===== src/rtl/sync_debounce_edge.sv =====
// ---------------------------------------------------------------------------
// sync_debounce_edge
//
// Input conditioning stage for an asynchronous, possibly bouncing level
// (push-button or external strobe). The raw level is brought into the clk
// domain through a flop chain. A four-state qualifier then accepts a new
// level only after STABLE_CYCLES consecutive equal synchronised samples.
// The result is a clean registered level plus one-cycle rise/fall pulses.
//
// Parameters:
//   SYNC_STAGES   synchroniser depth, 2..4
//   STABLE_CYCLES consecutive equal samples needed to accept a level,
//                 2..(2^CNT_W - 1)
//   CNT_W         stability counter width
//
// Ports:
//   clk         rising-edge system clock
//   reset       synchronous active-high reset
//   data_in     asynchronous raw level
//   data_out    debounced, synchronised level (registered)
//   rise_pulse  one cycle high when data_out goes 0->1 (registered)
//   fall_pulse  one cycle high when data_out goes 1->0 (registered)
//   busy        high while a level change is being qualified
// ---------------------------------------------------------------------------
module sync_debounce_edge #(
   parameter int SYNC_STAGES   = 2,
   parameter int STABLE_CYCLES = 4,
   parameter int CNT_W         = 8
) (
   input  logic clk,
   input  logic reset,
   input  logic data_in,
   output logic data_out,
   output logic rise_pulse,
   output logic fall_pulse,
   output logic busy
);

   typedef enum logic [1:0] {
      STABLE_LOW  = 2'd0,
      WAIT_HIGH   = 2'd1,
      STABLE_HIGH = 2'd2,
      WAIT_LOW    = 2'd3
   } state_e;

   // Count value on the final qualifying edge; the first sample that leaves a
   // stable state already counts as 1.
   localparam logic [CNT_W-1:0] CNT_LAST = CNT_W'(STABLE_CYCLES - 1);
   localparam logic [CNT_W-1:0] CNT_ONE  = CNT_W'(1);

   logic [SYNC_STAGES-1:0] sync_q;
   logic [SYNC_STAGES-1:0] sync_d;
   logic                   s;

   state_e                 state_q;
   state_e                 state_d;
   logic [CNT_W-1:0]       cnt_q;
   logic [CNT_W-1:0]       cnt_d;
   logic                   data_out_q;
   logic                   data_out_d;
   logic                   rise_pulse_q;
   logic                   rise_pulse_d;
   logic                   fall_pulse_q;
   logic                   fall_pulse_d;

   // ------------------------------------------------------------------------
   // Synchroniser: stage 0 samples the raw input, the last stage feeds the
   // qualifier.
   // ------------------------------------------------------------------------
   always_comb begin
      sync_d = {sync_q[SYNC_STAGES-2:0], data_in};
   end

   assign s = sync_q[SYNC_STAGES-1];

   // ------------------------------------------------------------------------
   // Qualifier next-state and output logic.
   // ------------------------------------------------------------------------
   always_comb begin
      state_d      = state_q;
      cnt_d        = cnt_q;
      data_out_d   = data_out_q;
      rise_pulse_d = 1'b0;
      fall_pulse_d = 1'b0;

      unique case (state_q)
         STABLE_LOW: begin
            if (s) begin
               state_d = WAIT_HIGH;
               cnt_d   = CNT_ONE;
            end
         end

         WAIT_HIGH: begin
            if (!s) begin
               // Opposite sample: glitch rejected, qualification restarts.
               state_d = STABLE_LOW;
               cnt_d   = '0;
            end else if (cnt_q == CNT_LAST) begin
               state_d      = STABLE_HIGH;
               cnt_d        = '0;
               data_out_d   = 1'b1;
               rise_pulse_d = 1'b1;
            end else begin
               cnt_d = cnt_q + CNT_ONE;
            end
         end

         STABLE_HIGH: begin
            if (!s) begin
               state_d = WAIT_LOW;
               cnt_d   = CNT_ONE;
            end
         end

         WAIT_LOW: begin
            if (s) begin
               state_d = STABLE_HIGH;
               cnt_d   = '0;
            end else if (cnt_q == CNT_LAST) begin
               state_d      = STABLE_LOW;
               cnt_d        = '0;
               data_out_d   = 1'b0;
               fall_pulse_d = 1'b1;
            end else begin
               cnt_d = cnt_q + CNT_ONE;
            end
         end

         default: begin
            state_d    = STABLE_LOW;
            cnt_d      = '0;
            data_out_d = 1'b0;
         end
      endcase
   end

   // ------------------------------------------------------------------------
   // State registers; reset overrides every other event.
   // ------------------------------------------------------------------------
   always_ff @(posedge clk) begin
      if (reset) begin
         sync_q       <= '0;
         state_q      <= STABLE_LOW;
         cnt_q        <= '0;
         data_out_q   <= 1'b0;
         rise_pulse_q <= 1'b0;
         fall_pulse_q <= 1'b0;
      end else begin
         sync_q       <= sync_d;
         state_q      <= state_d;
         cnt_q        <= cnt_d;
         data_out_q   <= data_out_d;
         rise_pulse_q <= rise_pulse_d;
         fall_pulse_q <= fall_pulse_d;
      end
   end

   assign data_out   = data_out_q;
   assign rise_pulse = rise_pulse_q;
   assign fall_pulse = fall_pulse_q;
   assign busy       = (state_q == WAIT_HIGH) || (state_q == WAIT_LOW);

endmodule

===== config.mk =====
export PLATFORM = sky130hd
export DESIGN_NAME = sync_debounce_edge
export DESIGN_NICKNAME = d
export VERILOG_FILES = /design/src/rtl/sync_debounce_edge.sv
export SDC_FILE = /design/constraint.sdc
export NUM_CORES = 1
export LEC_CHECK = 0
export CAP_MARGIN = 10
export CORE_MARGIN = 8
export CORE_UTILIZATION = 48
export DETAILED_ROUTE_END_ITERATION = 7
export DONT_BUFFER_PORTS = 1
export SETUP_SLACK_MARGIN = 0.4
export SLEW_MARGIN = 20
export SYNTH_ARGS = -nofsm -noshare
export SYNTH_HDL_FRONTEND = slang
export SYNTH_SLANG_ARGS = --single-unit

===== constraint.sdc =====
create_clock -name clk -period 1.6 [get_ports clk]
set_input_delay 0.16 -clock clk [delete_from_list [all_inputs] [get_ports clk]]
set_output_delay 0.16 -clock clk [all_outputs]
set_load 0.01 [all_outputs]

# ---- After elaboration in Yosys (flattened, before gate mapping)
# Cells that the tools add are included.
dict set report word_totals {
  register_bits 15
  out_inout_bits 4
  elab_cells 49
}
dict set report op_classes {
  n_mux 19
  addsub 1
  reduce_logical 8
  n_eq_ne 12
  bitwise_logic 3
}
# cell n
set ops {}
lappend ops {{$mux W8} 5}
lappend ops {{$pmux W8 S4} 1}
lappend ops {{$mux W2} 6}
lappend ops {{$ne A2 B2 Y1 const B} 6}
lappend ops {{$add A8 B1 Y8 const B} 1}
lappend ops {{$eq A8 B2 Y1 const B} 1}
lappend ops {{$pmux W2 S4} 1}
lappend ops {{$ne A3 B3 Y1 const B} 2}
lappend ops {{$reduce_or A3 Y1} 2}
lappend ops {{$mux W1} 5}
lappend ops {{$reduce_and A5 Y1} 1}
lappend ops {{$eq A2 B2 Y1 const B} 2}
lappend ops {{$reduce_and A4 Y1} 1}
lappend ops {{$not A1 Y1} 3}
lappend ops {{$eq A2 B1 Y1 const B} 1}
lappend ops {{$logic_not A2 Y1} 1}
lappend ops {{$pmux W1 S2} 1}
lappend ops {{$reduce_and A2 Y1} 1}
lappend ops {{$reduce_bool A2 Y1} 1}
lappend ops {{$logic_or A1 B1 Y1} 1}

# ---- Longest topological paths before layout
# Gate-level depths: netlist (run 1).
dict set report logic_depth {
  ltp_word 4
  mapped_depth 5
}

# ---- Worst setup path after synthesis (run 1)
# No wires, ideal clock.
dict set report synth_path {
  path_type {reg2reg}
  start {register cnt_q[0]}
  end {register cnt_q[2]}
  required_time_ps 1475
  arrival_ps 1257
  setup_ps 125
  path_slack_ps 217
  stages_incl_launch_ff 6
  path_cell_list {dfxtp_1 > ha_1 > nor4b_1 > nand2_1 > a31oi_1 > a31oi_1}
}
dict set report synth_via {
  elab_chain_len 4
}
# item line
set synth_lines {}
lappend synth_lines {{start: declaration} 57} ;# logic [CNT_W-1:0] cnt_q;
lappend synth_lines {{start signal: assignment} 152} ;# cnt_q <= cnt_d;
lappend synth_lines {{$add A8 B1 Y8 / $eq A8 B2 Y1 (equally long branches)} -}
lappend synth_lines {{$mux W8 (*)} {99, 120}}
lappend synth_lines {{$mux W8, on equally long branches} {117, 95}}
lappend synth_lines {{$pmux W8 S4 (*)} 86} ;# unique case (state_q)
# Every way passes the cells marked *; elsewhere a longest branch is shown, timed or not.
# A chain may end at the register's enable or synchronous reset.

# ---- Final worst setup path (run 1)
dict set report layout_path {
  start {register cnt_q[1]}
  end {register cnt_q[2]}
}
# The elaborated chain is that of the path after synthesis.

==> flow_summary_export.csv, run 1 <==
group,metric,value,unit
status,status,"finished clean",
drt,totalWireLength,1360,µm
placed_design,place_inst,82,
worst_setup_path,crit_type,"register to register",
grt,grt_pass1_wl,2200,µm
die,coreArea,0.00133,mm²
die,die_y,54.0,µm
cells_and_area,multi_input_area,428,µm²
drt,wl_met1,688,µm
die,die_w,54.0,µm
min_path,hold_path_class,"input pin to register",
drt,wl_per_cell,14.3,µm
die,start_util,0.521,
clock_network,cts_buffers,3,
pwr,powerDensity,737,mW/mm²
sta,fmax,780,MHz
logic_synthesis,ys_ff_latch,15,
sta,finalCriticalPeriod,1.28,ns
cells_and_area,layout_commonest_cell,"dfxtp_1",
clock_network,clock_path_buffers,2,
sta,skew,0.000765,ns
logic_synthesis,syn_area,694,µm²
cells_and_area,regArea,315,µm²
cells_and_area,drive_gt1_frac,0.375,
die,dieArea,0.00292,mm²
grt,grt_use_total,0.101,
worst_setup_path,rr_startpoint,"cnt_q[1]$_SDFFE_PP0P_",
placed_design,portBuffers,0,
pwr,peakVddDrop,0.399,mV
drt,drt_iter0_markers,9,
sta,tns,0,ns
clock_network,cts_tree,"done",
grt,grt_max_degree,10,
logic_synthesis,syn_inst,72,
worst_setup_path,r2r_cells,5,
worst_setup_path,start_kind,"register",
sta,setup_viol,0,
worst_setup_path,required,1.76,ns
sta,slew_headroom,0.782,
clock_network,clock-root-buffer,"clkbuf_4",
worst_setup_path,cp-end-kind,"register",
worst_setup_path,cp_data_arrival_time,1.44,ns
clock_network,clock_sinks,15,
drt,vias,549,
drt,drtPass1Iterations,4,
drt,top_layer,"met4",
drt,ant_nets,0,
logic_synthesis,synth_cell_types,31,
placed_design,dp_hpwl,863,µm
cells_and_area,areaGrowthSynthToFinish,23.1,%
sta,worstMarginPinSlew,0.324,ns
clock_network,htree_levels,1,
grt,grt_pass1_vias,490,
sta,slew_viol_final,0,
logic_synthesis,ys_seq_area_frac,0.432,
logic_synthesis,synth_nets,76,
die,num_io_pins,7,
logic_synthesis,ys_warn_count,0,
placed_design,globalplace.congestion,0.706,
job,cap_violations,0,
clock_network,clock_latency,0.28,ns
pwr,leakagePower,0.317,nW
cells_and_area,fin_area,855,µm²
cells_and_area,nFillCells,116,
grt,antenna_found_initial,0,
min_path,min_to,"sync_q[0]$_SDFF_PP0_",
sta,hold_viol,0,
drt,drc,0,
min_path,hp-start,"data_in",
worst_setup_path,path_max_fanout,8,
placed_design,place_area,719,µm²
cells_and_area,final_cell_mix,"dfxtp_1 (9), a31oi_1 (8), buf_4 (7)",
drt,wl_met2,585,µm
worst_setup_path,rrSetupSlack,0.32,ns
logic_synthesis,avgSynthCellArea,9.64,µm²
cells_and_area,finalNetCount,85,
drt,wl_met3,62,µm
sta,rsz0062_at_grt,"true",
cells_and_area,postLayoutCoreUtil,0.641,
grt,grt_overflow,0,
drt,viasPerCell,5.78,
die,rows,13,
cells_and_area,layout.cells.non_filler,95,
clock_network,clkSlewWorstSetupHoldPaths,0.09,ns
min_path,whs_path_depth,1,
sta,finalCritPeriodShare,0.801,
cells_and_area,diodes,0,
worst_setup_path,rr_endpoint,"cnt_q[2]$_SDFFE_PP0P_",
==> stage by stage <==
step,power (W),worst slack (ns),hold slack (ns)
5_1_grt,0.000658,0.214,0.00829
3_3_place_gp,0.000418,0.264,0.229
4_1_cts,0.000641,0.326,0.00191
3_5_place_dp,0.000418,0.226,0.228
2_1_floorplan,0.000416,0.404,0.288
6_report,0.000630,0.318,0.00568
==> worst max-delay path, cell delays in order, from the launching register on <==
cell and delay, ns:
dfxtp_2 0.36, ha_4 0.14, nor4b_4 0.24, nand2_2 0.17, a31oi_1 0.20, a31oi_1 0.05
==> layout make-up <==
| class | instances | area share |
|---|---|---|
| inverters | 1 | 0.00439 |
| flip-flops and latches | 15 | 0.369 |
| multi-input cells | 52 | 0.501 |
| repair buffers | 8 | 0.0732 |
| clock buffers | 4 | 0.0307 |
| well taps | 15 | 0.0220 |
==> where the power goes <==
| group | internal (W) | leakage (nW) | switching, W |
|---|---|---|---|
| Combinational | 0.0000167 | 0.177 | 0.0000142 |
| Sequential | 0.000377 | 0.125 | 0.00000889 |
| Clock | 0.0000967 | 0.0150 | 0.000117 |
| Total | 0.000490 | 0.317 | 0.000140 |
==> synthesized netlist by cell type <==
library cell,instances,share of area
a211oi_1,1,0.011
a21oi_1,1,0.0072
a31oi_1,8,0.072
a41oi_2,1,0.023
and2_1,1,0.0090
and2b_2,1,0.013
and3_1,1,0.0090
and3_4,1,0.016
and3b_1,2,0.025
buf_4,1,0.011
buf_6,2,0.032
clkbuf_1,2,0.011
dfxtp_1,15,0.43
ha_1,1,0.018
inv_1,1,0.0054
mux2i_1,2,0.029
nand2_1,5,0.027
nand3_1,3,0.022
nand3b_1,3,0.032
nand4_1,1,0.0090
nor2_1,3,0.016
nor2b_1,2,0.018
nor3_1,2,0.014
nor3b_1,2,0.022
nor4_1,1,0.0090
nor4b_1,2,0.025
o21ai_0,1,0.0072
o21ai_1,2,0.014
or3_2,1,0.011
xor2_1,2,0.025
xor2_2,1,0.023
==> metal layers <==
| layer | global-route usage | vias to the layer above |
|---|---|---|
| li1 | - | 285 |
| met1 | 0.133 | 253 |
| met2 | 0.141 | 7 |
| met3 | 0.0358 | 4 |
| met4 | 0.0492 | 0 |
| met5 | 0 | - |
==> cells by family after synthesis <==
group                    synth area share
AND/OR/NAND/NOR                     0.277
flip-flops                          0.432
adder cells (fa/ha/maj)            0.0180
AO/OA/AOI/OAI                       0.135
buffers and inverters              0.0595
XOR/XNOR                           0.0487
multiplexers                       0.0288
==> state kept, by name, summed over array words and instances, names as in the netlist, named ones only <==
name / count
cnt_q: 8
data_out: 1
fall_pulse: 1
rise_pulse: 1
state_q: 1
sync_q: 2
==> how the worst max path moves through the flow <==
| stage | slack [ns] | depth (start not counted) | to | from |
|---|---|---|---|---|
| 2_1_floorplan | 0.40 | 3 | cnt_q[2]$_SDFFE_PP0P_ | sync_q[1]$_SDFF_PP0_ |
| 3_3_place_gp | 0.26 | 4 | cnt_q[6]$_SDFFE_PP0P_ | sync_q[1]$_SDFF_PP0_ |
| 3_5_place_dp | 0.23 | 4 | cnt_q[5]$_SDFFE_PP0P_ | sync_q[1]$_SDFF_PP0_ |
| 4_1_cts | 0.33 | 5 | cnt_q[4]$_SDFFE_PP0P_ | cnt_q[1]$_SDFFE_PP0P_ |
| 5_1_grt | 0.21 | 5 | cnt_q[4]$_SDFFE_PP0P_ | cnt_q[1]$_SDFFE_PP0P_ |
| 6_report | 0.32 | 5 | cnt_q[2]$_SDFFE_PP0P_ | cnt_q[1]$_SDFFE_PP0P_ |
==> repair_timing <==
action                                  CTS  global route
gates resized for setup                   7             4
endpoints found under the setup margin   11            12
cloned                                    1             0
buffers inserted                          3             4
pin swaps                                 8             8
hold buffers                              1             0
endpoints found under the hold margin     8             0
(Power assumes the default switching activity.)
==> inputs of run 2 (changes only) <==
--- a/config.mk
+++ b/config.mk
@@ -10,6 +10,7 @@
 export CORE_UTILIZATION = 48
 export DETAILED_ROUTE_END_ITERATION = 7
 export DONT_BUFFER_PORTS = 1
+export PLACE_DENSITY = 0.65
 export SETUP_SLACK_MARGIN = 0.4
 export SLEW_MARGIN = 20
 export SYNTH_ARGS = -nofsm -noshare
==> constraint.sdc (replaced) <==
create_clock -name clk -period 1.07 [get_ports clk]
set_input_delay 0.107 -clock clk [delete_from_list [all_inputs] [get_ports clk]]
set_output_delay 0.107 -clock clk [all_outputs]
set_load 0.01 [all_outputs]
==> flow_summary_export.csv, run 2 (synthesis gave the netlist of run 1 again) <==
group,metric,value,unit
status,status,"complete, but fails checks",
status,failed_checks,"hold timing, setup timing",
sta,setup_viol,11,
placed_design,portBuffers,0,
placed_design,dp_hpwl,1130,µm
drt,ant_nets,0,
drt,drt_iter0_markers,13,
clock_network,clock_latency,0.29,ns
pwr,p_clk_frac,0.343,
cells_and_area,final_cell_mix,"buf_4 (15), a31oi_1 (8), dfxtp_1 (7), dfxtp_2 (5)",
pwr,seq_power_share,0.600,
pwr,peakVddDrop,0.860,mV
sta,rsz0062_at_grt,"true",
clock_network,cts_buffers,3,
pwr,leakagePower,0.375,nW
worst_setup_path,crit_type,"register to register",
drt,drc,0,
die,dieArea,0.00292,mm²
drt,wl_per_cell,15.9,µm
drt,vias,604,
die,num_io_pins,7,
drt,viasPerCell,5.75,
clock_network,clock_path_buffers,2,
clock_network,clock-root-buffer,"clkbuf_4",
grt,grt_pass1_vias,616,
pwr,finalPower,0.000958,W
drt,drtPass1Iterations,6,
grt,grt_use_met1,0.137,
cells_and_area,drive_gt1_frac,0.500,
grt,grt_use_total,0.125,
worst_setup_path,path_max_fanout,5,
sta,hold_ws,-0.128,ns
cells_and_area,layout_commonest_cell,"buf_4",
die,die_w,54.0,µm
grt,antenna_found_initial,0,
die,coreArea,0.00133,mm²
clock_network,cts_hold_buf,1,
pwr,switchingPower,0.000224,W
drt,totalWireLength,1670,µm
grt,grt_overflow,0,
die,rows,13,
worst_setup_path,cp-end-kind,"register",
grt,grt_max_degree,13,
worst_setup_path,start_kind,"register",
worst_setup_path,required,1.28,ns
sta,fmax,760,MHz
sta,layout_setup_ws,-0.246,ns
placed_design,pre_cts_ws,-0.221,ns
clock_network,cts_tree,"done",
min_path,hold_path_class,"input pin to register",
cells_and_area,top_register,"cnt_q",
sta,slew_headroom,0.827,
sta,worstMarginPinSlew,0.257,ns
grt,busiest_layer,"met2",
cells_and_area,finalNetCount,95,
cells_and_area,postLayoutCoreUtil,0.713,
die,die_y,54.0,µm
placed_design,globalplace.congestion,0.691,
grt,grt_pass1_wl,2690,µm
sta,skew,0.00608,ns
clock_network,htree_levels,1,
cells_and_area,diodes,0,
sta,hold_viol,7,
clock_network,clkSlewWorstSetupHoldPaths,0.09,ns
die,start_util,0.521,
pwr,cellInternalPower,0.000733,W
pwr,powerDensity,1010,mW/mm²
cells_and_area,largest_reg_flops,8,
clock_network,clock_sinks,15,
sta,finalCriticalPeriod,1.32,ns
grt,gr-usage-met3,0.0275,
cells_and_area,areaGrowthSynthToFinish,36.9,%
grt,global_route.usage.met2,0.220,
cells_and_area,reg.largest.list,"cnt_q (8), sync_q (2)",
worst_setup_path,cp_data_arrival_time,1.53,ns
job,cap_violations,0,
pwr,power.share.switching,0.234,
sta,slew_viol_final,0,
pwr,pwr-share-comb,0.057,
sta,finalCritPeriodShare,1.23,
[run 2: cell types whose count changed in the layout (fill, tap and decap cells not counted), sizes merged]
cell / previous run / this run
buf: 7 / 18
and3b: 3 / 2
clkbuf: 4 / 3
clkinv: 0 / 1
[run 2: layer usage]
layer	part of all wire	wire length (µm)
met1	0.42	701
met5	0	0
met3	0.034	57
met4	0.025	42
met2	0.52	870
[run 2: stage by stage]
| stage | cell area, µm² | instances | TNS, ns | hold WS (ns) |
|---|---|---|---|---|
| floorplan | 742 | 72 | -0.738 | 0.235 |
| detailed placement | 843 | 98 | -1.43 | 0.175 |
| finish | 951 | 105 | -1.82 | -0.128 |
| CTS | 921 | 105 | -1.67 | -0.124 |
| global route | 951 | 105 | -2.92 | -0.128 |
| global placement | 843 | 98 | -1.11 | 0.174 |
[run 2: worst paths after layout]
path / cells past startpoint / slack [ns] / end / startpoint
hold / removal: 1 / -0.13 / sync_q[1]$_SDFF_PP0_ / reset
hold reg to reg: 1 / 0.45 / sync_q[1]$_SDFF_PP0_ / sync_q[0]$_SDFF_PP0_
setup reg to reg: 5 / -0.25 / data_out$_SDFFE_PP0P_ / cnt_q[1]$_SDFFE_PP0P_
setup / recovery: 5 / -0.25 / data_out$_SDFFE_PP0P_ / cnt_q[1]$_SDFFE_PP0P_
[run 2: power by group through the flow]
stage               Sequential, W  Combinational [W]  Clock (W)
floorplan                0.000592          0.0000319          0
global placement         0.000592          0.0000431          0
detailed placement       0.000592          0.0000456          0
CTS                      0.000579          0.0000512   0.000326
global route             0.000576          0.0000601   0.000344
finish                   0.000575          0.0000547   0.000328
[run 2: critical path, stage by stage, from the launching register on]
cell and delay, ns:
dfxtp_2 0.36, ha_4 0.14, nor4b_4 0.24, nand2_2 0.16
mux2i_2 0.18, a21oi_1 0.16
[run 2: repair_timing]
action / 4_1_cts / 5_1_grt
endpoints found under the hold margin: 8 / 7
endpoints found under the setup margin: 17 / 17
gates resized for setup: 9 / 7
pin swaps: 9 / 5
buffers inserted: 2 / 0
[run 2: final cells by class]
class                   instances  area (µm²)
fillers                       100         383
multi-input cells              51         427
clock inverters                 1        5.00
well taps                      15        18.8
clock buffers                   3        22.5
flip-flops and latches         15         318
inverters                       1        3.75
repair buffers                 19         156
==> inputs of run 3 (changes only) <==
--- a/config.mk
+++ b/config.mk
@@ -10,7 +10,6 @@
 export CORE_UTILIZATION = 48
 export DETAILED_ROUTE_END_ITERATION = 7
 export DONT_BUFFER_PORTS = 1
-export PLACE_DENSITY = 0.65
 export SETUP_SLACK_MARGIN = 0.4
 export SLEW_MARGIN = 20
 export SYNTH_ARGS = -nofsm -noshare
==> constraint.sdc (replaced) <==
create_clock -name clk -period 1.3 [get_ports clk]
set_input_delay 0.13 -clock clk [delete_from_list [all_inputs] [get_ports clk]]
set_output_delay 0.13 -clock clk [all_outputs]
set_load 0.01 [all_outputs]
==> flow_summary_export.csv, run 3 (synthesis gave the netlist of run 1 again) <==
group,metric,value,unit
clock_network,clock_path_buffers,2,
clock_network,clock-root-buffer,"clkbuf_4",
die,start_util,0.521,
worst_setup_path,path_max_fanout,8,
die,rows,13,
worst_setup_path,path_cells,"ha_4 -> nor4b_4 -> nand2_2 -> a31oi_1 -> a31oi_1",
drt,ant_nets,0,
placed_design,portBuffers,0,
placed_design,globalplace.congestion,0.690,
drt,totalWireLength,1410,µm
status,status,"finished clean",
worst_setup_path,cp_data_arrival_time,1.43,ns
worst_setup_path,crit_type,"register to register",
clock_network,clock_sinks,15,
placed_design,place_area,761,µm²
clock_network,clkSlewWorstSetupHoldPaths,0.09,ns
clock_network,clock_latency,0.29,ns
worst_setup_path,crit_top_cell,"a31oi_1",
cells_and_area,fin_area,917,µm²
cells_and_area,finalNetCount,89,
worst_setup_path,worst_path_max_delay_cell,"dfxtp_2",
cells_and_area,nFillCells,106,
cells_and_area,layout.cells.non_filler,99,
placed_design,pre_cts_ws,0.0328,ns
grt,grt_max_degree,13,
drt,wl_per_cell,14.2,µm
sta,layout_setup_ws,0.0434,ns
cells_and_area,areaGrowthSynthToFinish,32.1,%
cells_and_area,diodes,0,
worst_setup_path,required,1.48,ns
sta,hold_viol,0,
grt,antenna_found_initial,0,
sta,setup_viol,0,
sta,slew_headroom,0.743,
pwr,peakVddDrop,0.579,mV
worst_setup_path,start_kind,"register",
placed_design,place_inst,87,
sta,finalCritPeriodShare,0.967,
sta,slew_viol_final,0,
worst_setup_path,crit_path_max_incr_delay,0.36,ns
cells_and_area,top_register,"cnt_q",
clock_network,htree_levels,1,
sta,finalCriticalPeriod,1.26,ns
sta,worstMarginPinSlew,0.384,ns
worst_setup_path,cp-end-kind,"register",
drt,vias,562,
die,die_y,54.0,µm
clock_network,cts_buffers,3,
min_path,hold_path_class,"input pin to register",
grt,grt_use_total,0.112,
pwr,leakagePower,0.348,nW
clock_network,cts_tree,"done",
grt,grt_overflow,0,
job,cap_violations,0,
cells_and_area,multi_input_area,440,µm²
sta,skew,0.00701,ns
sta,rsz0062_at_grt,"true",
placed_design,dp_hpwl,940,µm
drt,drt_iter0_markers,13,
pwr,powerDensity,869,mW/mm²
drt,drtPass1Iterations,4,
cells_and_area,postLayoutCoreUtil,0.688,
cells_and_area,layout_commonest_cell,"dfxtp_1",
die,dieArea,0.00292,mm²
cells_and_area,final_cell_mix,"dfxtp_1 (9), a31oi_1 (8), buf_4 (8), dfxtp_2 (4)",
cells_and_area,drive_gt1_frac,0.464,
grt,grt_pass1_wl,2300,µm
cells_and_area,reg.largest.list,"cnt_q (8), sync_q (2)",
die,coreArea,0.00133,mm²
sta,fmax,796,MHz
die,die_w,54.0,µm
drt,drc,0,
cells_and_area,regArea,313,µm²
grt,grt_pass1_vias,499,
die,num_io_pins,7,
drt,viasPerCell,5.68,
cells_and_area,largest_reg_flops,8,
-- run 3: layer usage --
metal	vias to the layer above	part of all wire	global-route usage
li1	288	-	-
met2	11	0.46	0.172
met1	258	0.45	0.114
met5	-	0	0
met4	0	0.028	0.0738
met3	5	0.055	0.0634
-- run 3: worst paths after layout --
kind | depth (start not counted) | to | slack [ns] | startpoint
worst min-delay path | 3 | cnt_q[6]$_SDFFE_PP0P_ | 0.03 | reset
worst max-delay path | 5 | cnt_q[2]$_SDFFE_PP0P_ | 0.04 | cnt_q[0]$_SDFFE_PP0P_
worst max register to register | 5 | cnt_q[2]$_SDFFE_PP0P_ | 0.04 | cnt_q[0]$_SDFFE_PP0P_
worst min register to register | 1 | sync_q[1]$_SDFF_PP0_ | 0.45 | sync_q[0]$_SDFF_PP0_
-- run 3: layout make-up --
type | count | area share
clock buffer | 3 | 0.0246
timing repair buffer | 13 | 0.124
clock inverter | 1 | 0.00546
inverter | 1 | 0.00409
tap | 15 | 0.0205
sequential | 15 | 0.341
multi-input combinational | 51 | 0.480
-- run 3: timing repair --
item                                    CTS  global route
resized for setup                         5            12
endpoints found under the hold margin     9             8
endpoints found under the setup margin   14            14
buffers inserted                          4             2
hold buffers                              1             1
pin swaps                                 4            12
-- run 3: report_power, final --
part | internal (W) | switching (W) | total [W]
logic | 0.0000291 | 0.0000253 | 0.0000544
registers | 0.000465 | 0.00000812 | 0.000473
clock network | 0.000115 | 0.000154 | 0.000269
-- run 3: through the flow --
step / setup TNS [ns] / total power, W / hold slack (ns)
2_1_floorplan: 0 / 0.000513 / 0.258
4_1_cts: 0 / 0.000797 / -0.128
6_report: 0 / 0.000797 / 0.0294
5_1_grt: -0.195 / 0.000833 / 0.0327
3_3_place_gp: 0 / 0.000520 / 0.197
3_5_place_dp: 0 / 0.000521 / 0.198
-- run 3: critical path: cells and delay by family (launching register included) --
kind                       cells  cell delay, ns
AOI/OAI and AO/OA              2            0.22
adders and majority gates      1            0.14
DFF                            1            0.36
and+or+nand+nor                2            0.41
